`config.mk`:
```
export PLATFORM = sky130hd
export DESIGN_NAME = regfile_param
export DESIGN_NICKNAME = d
export VERILOG_FILES = /design/src/rtl/regfile_param.sv
export SDC_FILE = /design/constraint.sdc
export NUM_CORES = 2
export LEC_CHECK = 0
export CORE_ASPECT_RATIO = 0.75
export CORE_MARGIN = 1
export CORE_UTILIZATION = 60
export DETAILED_ROUTE_END_ITERATION = 6
export GPL_ROUTABILITY_DRIVEN = 1
export PLACE_DENSITY_LB_ADDON = 0.2
export SLEW_MARGIN = 20
export SYNTH_ARGS = -nofsm -noshare
export SYNTH_HDL_FRONTEND = slang
export SYNTH_SLANG_ARGS = --single-unit
```
`constraint.sdc`:
```
create_clock -name clock -period 37.5 [get_ports clock]
set_clock_uncertainty 0.2 [all_clocks]
set_input_delay 3.75 -clock clock [delete_from_list [all_inputs] [get_ports clock]]
set_output_delay 3.75 -clock clock [all_outputs]
set_load 0.02 [all_outputs]
```
`src/rtl/regfile_param.sv`:
```
// Parameterised register file (r0 hardwired to zero) with a per-register busy scoreboard
// and a sequential bulk-clear engine. Define REGFILE_BYPASS_EN for write-to-read forwarding.
module regfile_param #(
  parameter int unsigned WIDTH  = 32,
  parameter int unsigned ADDR_W = 5
) (
  input  logic              clock,
  input  logic              ctrl_reset,
  input  logic              ctrl_writeEnable,
  input  logic [ADDR_W-1:0] ctrl_writeReg,
  input  logic [WIDTH-1:0]  data_writeReg,
  input  logic [ADDR_W-1:0] ctrl_readRegA,
  input  logic [ADDR_W-1:0] ctrl_readRegB,
  output logic [WIDTH-1:0]  data_readRegA,
  output logic [WIDTH-1:0]  data_readRegB,
  input  logic              ctrl_setBusy,
  input  logic [ADDR_W-1:0] ctrl_busyReg,
  output logic              busy_readA,
  output logic              busy_readB,
  input  logic              ctrl_clear,
  output logic              clear_active
);

  localparam int unsigned DEPTH = 1 << ADDR_W;
  localparam logic [ADDR_W-1:0] LAST_IDX = ADDR_W'(DEPTH - 1);

  typedef enum logic {IDLE, CLEAR} state_e;

  state_e            state_q, state_d;
  logic [ADDR_W-1:0] idx_q, idx_d;
  logic [WIDTH-1:0]  regs_q [DEPTH];
  logic [WIDTH-1:0]  regs_d [DEPTH];
  logic [DEPTH-1:0]  busy_q, busy_d;
  logic              we_ok, set_ok;

  assign clear_active = (state_q == CLEAR);
  assign we_ok  = ctrl_writeEnable && (ctrl_writeReg != '0) && !clear_active;
  assign set_ok = ctrl_setBusy && (ctrl_busyReg != '0) && !clear_active;

  // Next-state: clear engine, writes, then scoreboard set (set wins over write-clear)
  always_comb begin
    state_d = state_q;
    idx_d   = idx_q;
    regs_d  = regs_q;
    busy_d  = busy_q;

    case (state_q)
      IDLE: begin
        if (ctrl_clear) begin
          state_d = CLEAR;
          idx_d   = ADDR_W'(1);
        end
      end
      CLEAR: begin
        regs_d[idx_q] = '0;
        busy_d[idx_q] = 1'b0;
        if (idx_q == LAST_IDX) begin
          state_d = IDLE;
          idx_d   = '0;
        end else begin
          idx_d = idx_q + ADDR_W'(1);
        end
      end
      default: state_d = IDLE;
    endcase

    if (we_ok) begin
      regs_d[ctrl_writeReg] = data_writeReg;
      busy_d[ctrl_writeReg] = 1'b0;
    end
    if (set_ok) begin
      busy_d[ctrl_busyReg] = 1'b1;
    end
  end

  always_ff @(posedge clock or posedge ctrl_reset) begin
    if (ctrl_reset) begin
      state_q <= IDLE;
      idx_q   <= '0;
      busy_q  <= '0;
      for (int i = 0; i < DEPTH; i++) begin
        regs_q[i] <= '0;
      end
    end else begin
      state_q <= state_d;
      idx_q   <= idx_d;
      busy_q  <= busy_d;
      for (int i = 0; i < DEPTH; i++) begin
        regs_q[i] <= regs_d[i];
      end
    end
  end

  // Combinational read ports; r0 is never written so it always reads zero
`ifdef REGFILE_BYPASS_EN
  logic byp_a, byp_b;
  assign byp_a = we_ok && (ctrl_readRegA == ctrl_writeReg);
  assign byp_b = we_ok && (ctrl_readRegB == ctrl_writeReg);

  assign data_readRegA = byp_a ? data_writeReg : regs_q[ctrl_readRegA];
  assign data_readRegB = byp_b ? data_writeReg : regs_q[ctrl_readRegB];
  assign busy_readA = byp_a ? (set_ok && (ctrl_busyReg == ctrl_readRegA)) : busy_q[ctrl_readRegA];
  assign busy_readB = byp_b ? (set_ok && (ctrl_busyReg == ctrl_readRegB)) : busy_q[ctrl_readRegB];
`else
  assign data_readRegA = regs_q[ctrl_readRegA];
  assign data_readRegB = regs_q[ctrl_readRegB];
  assign busy_readA    = busy_q[ctrl_readRegA];
  assign busy_readB    = busy_q[ctrl_readRegB];
`endif

endmodule

```
==> reports/qor.csv <==
metric;value;unit
port_buffers;123;
htree_levels;3;
synth_nets;6266;
clkLatencyLatePin;0.72;ns
yosysWarnings;0;
drc;15;
synth_area;0.0582;sq mm
fin_nets;6017;
rsz0062_at_grt;false;
reg2reg_depth;8;
viasPerCell;7.32;
overflow;0;
tightest_slew;1.25;ns
layout-drive-gt1-share;0.0664;
core-area;0.0956;sq mm
wl;225000;microns
reg2reg_to;busy_q[25];
ant_nets;0;
ys_seq_area_frac;0.457;
cp.arrival;8.51;ns
cts_buffer_depth;3;
maxCapViolCount;0;
period_share;0.332;
via_count;53400;
antenna_found_initial;10;
die_w;362;microns
grt_pass1_vias;51800;
post-place-ws;25.25;ns
most-common-layout-cells;nand2_1 (1,400), dfrtp_1 (1,062), mux2i_1 (1,056);
critical_path.max_fanout;95;
crit_path_end;data_readRegA[29];
holdPathStages;2;
yosys_register_bits;1062;
nFillCells;7518;
maxSlewHeadroom;0.166;
pin_count;124;
fmax;0.0803;GHz
ir_drop;0.0000409;V
cp-startpoint;ctrl_readRegA[1];
r2r_slack;33.83;ns
path_class;in2out;
drv_slew;0;
dieArea;0.0982;sq mm
numCtsBuffers;104;
violations;design-rule violations;
area_growth;9.60;%
hold_viol_final;0;
clock-sinks;1062;
setup_ws;25.04;ns
netlist_instances;6204;
first_iter_violations;8604;
tns;0;ns
status;finished, violations left;
wl_per_cell;30.9;microns
setup_violations;0;
cts_setup_buffers;0;
grt_usage;0.446;
required;33.55;ns
power;3630;uW
cts_tree;built;
grt_first_pass_wirelength;330000;microns
cts.clk_slew.worst_paths;0.06;ns
firstDrtPassIters;7;
hpwl;118000;microns
finalCriticalPeriod;12.46;ns
dieHeight;272;microns
root_buffer;clkbuf_16;
leakage;0.0314;uW
grt_start_max_net_pins;171;
cts.repair.resized;0;
avgSynthCellArea;9.38;sq um
place.gp.congestion;0.897;
ys_types;38;
power.density;56.9;mW/mm^2
start_util;0.608;
cp-end-kind;output pin;
rows;98;
final_common_cell;nand2_1;
reg2reg_from;clear_active;
hp-class;reg2reg;
hold_buffers;0;
critPathLaunchType;primary input;
## area by class of cell
class                   instances  area [sq um]  area share
flip-flops and latches       1062         26600       0.417
clock inverters                45           611     0.00958
repair buffers                275          2480      0.0389
inverters                       7          33.8    0.000530
well taps                    1250          1560      0.0245
diodes                          7          17.5    0.000275
clock buffers                 146          3050      0.0479
multi-input cells            4505         29400       0.462
## cell families after synthesis
logic type	after synthesis	share of synthesized area
adder cells (fa/ha/maj)	5	0.00108
XOR/XNOR	2	0.000301
multiplexers	1056	0.182
AO/OA/AOI/OAI	1253	0.155
AND/OR/NAND/NOR	2189	0.160
buffers and inverters	637	0.0450
flip-flops	1062	0.457
## worst min path at each step
stage	slack [ns]	from	to
3_5_place_dp	0.30	busy_q[19]	busy_q[19]
4_1_cts	0.31	busy_q[19]	busy_q[19]
5_1_grt	0.33	regs_q[1020]	regs_q[1020]
2_1_floorplan	0.27	busy_q[17]	busy_q[17]
6_report	0.31	busy_q[19]	busy_q[19]
3_3_place_gp	0.29	busy_q[11]	busy_q[11]
## metrics by stage
stage | std cells | utilization | instance area [sq um] | hold WS (ns)
floorplan | 6204 | - | 58200 | 0.270
global route | 7295 | 0.667 | 63800 | 0.329
finish | 7297 | 0.667 | 63800 | 0.314
global placement | 7098 | 0.628 | 60100 | 0.292
CTS | 7289 | 0.666 | 63700 | 0.310
detailed placement | 7098 | 0.628 | 60100 | 0.297
## registers in the layout (all words and copies together) (netlist names)
signal,count
idx_q,5
busy_q,32
regs_q,1024
clear_active,1
## layer usage
layer,share of wire,vias to the layer above,global-route usage
met2,0.42,4881,0.636
met1,0.36,25700,0.580
li1,-,21600,-
met5,0.00014,-,0
met4,0.076,4,0.309
met3,0.14,1179,0.142
## critical path, stage by stage
cell and delay (ns):
buf_8 0.72, buf_4 0.97, buf_4 0.96, mux2i_1 0.28, a22o_1 0.17, nor3_1 0.06, a31oi_1 0.55, nand3_1 0.19
clkdlybuf4s50_1 0.58
## synthesized netlist by cell type
library cell,number,area [sq um]
nor3_2,3,30.0
o31ai_1,3,22.5
or3_1,3,18.8
nand3b_1,3,22.5
o32ai_1,3,26.3
a21oi_1,201,1010
xnor2_1,2,17.5
or3b_2,1,8.76
clkbuf_2,4,20.0
nand2_1,1407,5280
dfrtp_1,1062,26600
a32o_1,11,110
nor3_1,81,405
clkbuf_1,415,1560
buf_2,166,831
nand2b_1,12,75.1
inv_1,7,26.3
or2_2,5,31.3
nand3_1,586,2930
o21ai_1,4,20.0
ha_1,5,62.6
a31oi_1,76,475
buf_4,4,30.0
or3b_1,1,8.76
and3_1,1,6.26
mux2i_1,1056,10600
a22oi_1,198,1490
a22o_1,555,4860
nor2b_1,8,50.1
buf_1,41,154
nor2_1,31,116
and2_1,40,250
nor3_4,1,16.3
nor4_2,3,37.5
nor4_1,2,12.5
o21ai_0,201,1010
or2_4,1,8.76
o31a_1,1,8.76
## where the power goes
part           leakage [uW]  switching, uW  internal [uW]  total, uW
Clock               0.00179            484            663       1150
Sequential           0.0144            220           1390       1610
Combinational        0.0152            530            343        873
Total                0.0314           1230           2400       3630
Power figures use the tool's default switching activity.
